## src/rtl/scoring.sv

```systemverilog
// High-score bookkeeping: per-player best table, overall top score and holder.
// Optional SCORING_GUEST_TOP_EN lets guest records claim the top score.
module scoring (
  input  logic       clk,
  input  logic       rst,
  input  logic [2:0] controlSig,
  input  logic       isGuest,
  input  logic [2:0] intIDin,
  input  logic [3:0] scoreOnes,
  input  logic [3:0] scoreTens,
  input  logic [15:0] topID,
  output logic [4:0] intIDout,
  output logic [3:0] topIDOne,
  output logic [3:0] topIDTwo,
  output logic [3:0] topIDThree,
  output logic [3:0] topIDFour,
  output logic [3:0] scoreOnesOut,
  output logic [3:0] scoreTensOut
);

  localparam logic [2:0] CMD_REC  = 3'b001;
  localparam logic [2:0] CMD_TOP  = 3'b010;
  localparam logic [2:0] CMD_USER = 3'b011;
  localparam logic [2:0] CMD_CLR  = 3'b100;
  localparam logic [4:0] GUEST    = 5'd31;

  // Scores held as {tens, ones}; with both digits <= 9 a plain
  // unsigned compare is the same as tens-first then ones.
  logic [7:0][7:0] tab_q, tab_d;
  logic [7:0]      top_q, top_d;
  logic [4:0]      addr_q, addr_d;
  logic [7:0]      out_q, out_d;
  logic [4:0]      id_q, id_d;
  logic [7:0]      score;
  logic [4:0]      pid;

  function automatic logic [3:0] sat9(input logic [3:0] d);
    return (d > 4'd9) ? 4'd9 : d;
  endfunction

  assign score = {sat9(scoreTens), sat9(scoreOnes)};
  assign pid   = {2'b00, intIDin};

  always_comb begin
    tab_d  = tab_q;
    top_d  = top_q;
    addr_d = addr_q;
    out_d  = out_q;
    id_d   = id_q;
    case (controlSig)
      CMD_REC: begin
        out_d = score;
        if (!isGuest) begin
          id_d = pid;
          if (score > tab_q[intIDin])
            tab_d[intIDin] = score;
          if (score > top_q) begin
            top_d  = score;
            addr_d = pid;
          end
        end else begin
          id_d = GUEST;
`ifdef SCORING_GUEST_TOP_EN
          if (score > top_q) begin
            top_d  = score;
            addr_d = GUEST;
          end
`endif
        end
      end
      CMD_TOP: begin
        out_d = top_q;
        id_d  = addr_q;
      end
      CMD_USER: begin
        if (isGuest) begin
          out_d = 8'h00;
          id_d  = GUEST;
        end else begin
          out_d = tab_q[intIDin];
          id_d  = pid;
        end
      end
      CMD_CLR: begin
        tab_d  = '0;
        top_d  = 8'h00;
        addr_d = 5'd0;
        out_d  = 8'h00;
        id_d   = 5'd0;
      end
      default: ;
    endcase
  end

  always_ff @(posedge clk) begin
    if (!rst) begin
      tab_q  <= '0;
      top_q  <= 8'h00;
      addr_q <= 5'd0;
      out_q  <= 8'h00;
      id_q   <= 5'd0;
    end else begin
      tab_q  <= tab_d;
      top_q  <= top_d;
      addr_q <= addr_d;
      out_q  <= out_d;
      id_q   <= id_d;
    end
  end

  assign intIDout     = id_q;
  assign scoreTensOut = out_q[7:4];
  assign scoreOnesOut = out_q[3:0];
  assign topIDOne     = topID[3:0];
  assign topIDTwo     = topID[7:4];
  assign topIDThree   = topID[11:8];
  assign topIDFour    = topID[15:12];

endmodule

```

## config.mk

```make
export PLATFORM = sky130hd
export DESIGN_NAME = scoring
export DESIGN_NICKNAME = d
export VERILOG_FILES = /design/src/rtl/scoring.sv
export SDC_FILE = /design/constraint.sdc
export NUM_CORES = 1
export LEC_CHECK = 0
export ABC_CLOCK_PERIOD_IN_PS = 3700
export BUFFER_PORTS_ARGS = -buffer_cell sky130_fd_sc_hd__buf_2
export CORE_MARGIN = 3
export CORE_UTILIZATION = 58
export CTS_CLUSTER_SIZE = 28
export DETAILED_ROUTE_END_ITERATION = 8
export GPL_TIMING_DRIVEN = 0
export PLACE_DENSITY_LB_ADDON = 0.12
export REMOVE_ABC_BUFFERS = 1
export SLEW_MARGIN = 40
export SYNTH_ARGS = -nofsm -noshare
export SYNTH_HDL_FRONTEND = slang
export SYNTH_SLANG_ARGS = --single-unit
```

## constraint.sdc

```tcl
create_clock -name clk -period 3.7 [get_ports clk]
set_clock_uncertainty 0.1 [all_clocks]
set_input_delay 0.185 -clock clk [delete_from_list [all_inputs] [get_ports clk]]
set_output_delay 0.185 -clock clk [all_outputs]
set_load 0.01 [all_outputs]
```

==> flow_metrics.tcl <==
set metrics [dict create \
    run_status "finished, final reports clean" \
    critPathMaxFanout 8 \
    async_reset_ff_share_pct 0 \
    worst_setup_path_end_kind "register" \
    clkSlewWorstSetupHoldPaths_ns 0.10 \
    routedWlPerCell_um 18.9 \
    ys_warn_count 0 \
    clockPowerShare_pct 36.2 \
    yosys.area.top_type_share_pct 37.4 \
    rrSetupSlack_ns 0.31 \
    combPwrFrac_pct 12.6 \
    dr.pass1.iters 5 \
    critPathBufInv 0 \
    die_h_um 95.6 \
    critical-path-top-cell-by-count "mux2_2" \
    slowest_stage "a221oi_1" \
    setup_viol 0 \
    holdPathEnd "out_q[3]" \
    post-synth-top-count-cell "nand2_1" \
    avgSynthCellArea_um2 9.30 \
    min_delay_path_depth 2 \
    wl_um 11400 \
    rows 32 \
    grt_pass1_vias 3412 \
    finalHoldViolations 0 \
    start_util_pct 60.0 \
    fmax_mhz 295 \
    power_frac_seq_pct 51.3 \
    fin_hold_ws_ns 0.103 \
    worst_pin_slew_ns 0.759 \
    antenna_found_initial 0 \
    r2r-end "tab_q[0]" \
    switchingPower_uw 520 \
    track_usage_pct 25.7 \
    insertion_delay_ns 0.36 \
    cpPeakStageDelay_ns 0.48 \
    grt_max_degree 28 \
    drive_gt1_share_pct 14.9 \
    max_cap_violations 0 \
    globalplace.congestion 0.865 \
    routed_via_density 6.13 \
    multi_input_area_mm2 0.00264 \
    swShare_pct 27.9 \
    antenna_left 0 \
    synthTopCellsByArea "dfxtp_1 37%, mux2i_1 17%, nand2_1 7.5%, ha_1 3.2%, nand4_4 3.2%" \
    portBuffers 29 \
    drtIter0Drc 266 \
    clock-sinks 87 \
    max-vdd-ir-drop_mv 0.241 \
    clockRootBuffer "clkbuf_8" \
    powerDensity_mw_per_mm2 376 \
    setup_slack_ns 0.312 \
    grt_overflow 0 \
    vias 3704 \
    grt_pass1_wl_um 17800 \
    worstPathCellList "mux2_2, a22o_1, a221oi_1, ha_1, nand2_1, a211oi_1, mux2_2, a21oi_4, nand4_4, mux2i_1" \
    worst_setup_path_start_kind "register" \
    htree_levels 3 \
    synth_flop_cell "dfxtp_1" \
    synth_top_cells_by_count "93 x nand2_1, 87 x dfxtp_1, 79 x mux2i_1" \
    cts_hold_buf 0 \
    netlist_instances 501 \
    detailedPlace.worstSlack_ns -0.159 \
    netlist-cell-type-count 51 \
    final_max_slew_viol_count 0 \
    crit_family "compound AO/OA/AOI/OAI gates" \
    hp-start "rst" \
    synth_top_cell_by_area "dfxtp_1" \
    netlist_area_mm2 0.00466 \
    hp-class "input pin to register" \
    coreArea_mm2 0.00777 \
    cts_buffers 9 \
    seq_area_mm2 0.00174 \
    clock_path_buffers 2 \
    p_leak_nw 2.32 \
    internal_power_mw 1.35 \
    fillers 643 \
    ios 62 \
    synth-edff-count 0 \
    fin_total_pwr_mw 1.86 \
    path_class "register to register" \
    final_util_pct 63.9 \
    cp.arrival_ns 3.51 \
    die_x_um 95.6 \
    rsz0062_at_grt "no" \
    worst-r2r-cell-count 10 \
    ys_seq_area_share_pct 37.4 \
    reg2reg_from "tab_q[59]" \
    nets 542 \
    cts_tree "built" \
    fin_setup_tns_ns 0 \
    hpwl_um 7820 \
    drc 0 \
    die_area_mm2 0.00914 \
    yosys_register_bits 87 \
    fin_crit_ns 3.39 \
    area_growth_pct 6.47 \
    antennaDiodeCount 0 \
    max-slew-margin-rel_pct 49.4 \
    cp.required_ns 3.83 \
    period_share_pct 91.6 \
]
## through the flow
| step | area (um2) | std cells |
|---|---|---|
| 2_1_floorplan | 4410 | 454 |
| 3_3_place_gp | 4680 | 585 |
| 3_5_place_dp | 4760 | 588 |
| 4_1_cts | 4950 | 604 |
| 5_1_grt | 4960 | 604 |
| 6_report | 4960 | 604 |
## sequential cells by signal, indices dropped and copies added (netlist names)
signal and count:
out_q 8, intIDout 4, addr_q 3, tab_q 64
top_q 8
## cells in the final DEF, fill, tap and decap left out, types with 10 or more instances in the layout
cell	n
a21oi_1	24
buf_2	27
dfxtp_1	87
ha_1	12
mux2i_1	79
nand2_1	93
nor2_1	25
nor2b_1	10
o21ai_0	10
## power groups by stage
stage	sequential, mW	combinational, mW	clock (mW)
final	0.956	0.234	0.675
after global routing	0.957	0.257	0.715
after CTS	0.956	0.231	0.684
after detailed placement	0.977	0.230	0
after global placement	0.977	0.214	0
after floorplan	0.982	0.131	0
## kinds of logic after synthesis
group	synth area share [%]
buf+inv	6.23
fa+ha+maj	3.22
simple gates	17.6
compound gates	13.6
mux	21.3
flops	37.4
xor+xnor	0.564
## layer usage
layer	track usage, %	part of all wire, %	up-vias
met5	0	0	-
met3	5.13	6.7	13
li1	-	-	1749
met4	7.82	1.2	0
met1	34.9	46	1798
met2	41.2	47	144
## worst max path at each step
| stage | slack, ns | start | end | cells past startpoint |
|---|---|---|---|---|
| 3_3_place_gp | -2.30 | controlSig[1] | tab_q[59] | 7 |
| 2_1_floorplan | -0.12 | controlSig[1] | tab_q[0] | 6 |
| 3_5_place_dp | -0.16 | intIDin[1] | tab_q[0] | 11 |
| 6_report | 0.31 | tab_q[59] | tab_q[0] | 10 |
| 4_1_cts | 0.22 | intIDin[0] | tab_q[0] | 11 |
| 5_1_grt | 0.17 | tab_q[59] | tab_q[4] | 10 |
## what timing repair did
action / CTS / global route
endpoints found under the hold margin: 0 / 0
gates resized for setup: 0 / 2
setup endpoints to repair: 0 / 3
setup buffers: 0 / 0
## final cells by class
type	instances	area share (%)
tap	102	2.57
sequential	87	35.1
clock inverter	6	1.39
timing repair buffer	32	4.44
inverter	10	0.757
clock buffer	10	2.57
multi-input combinational	357	53.2
(Power assumes the default switching activity.)
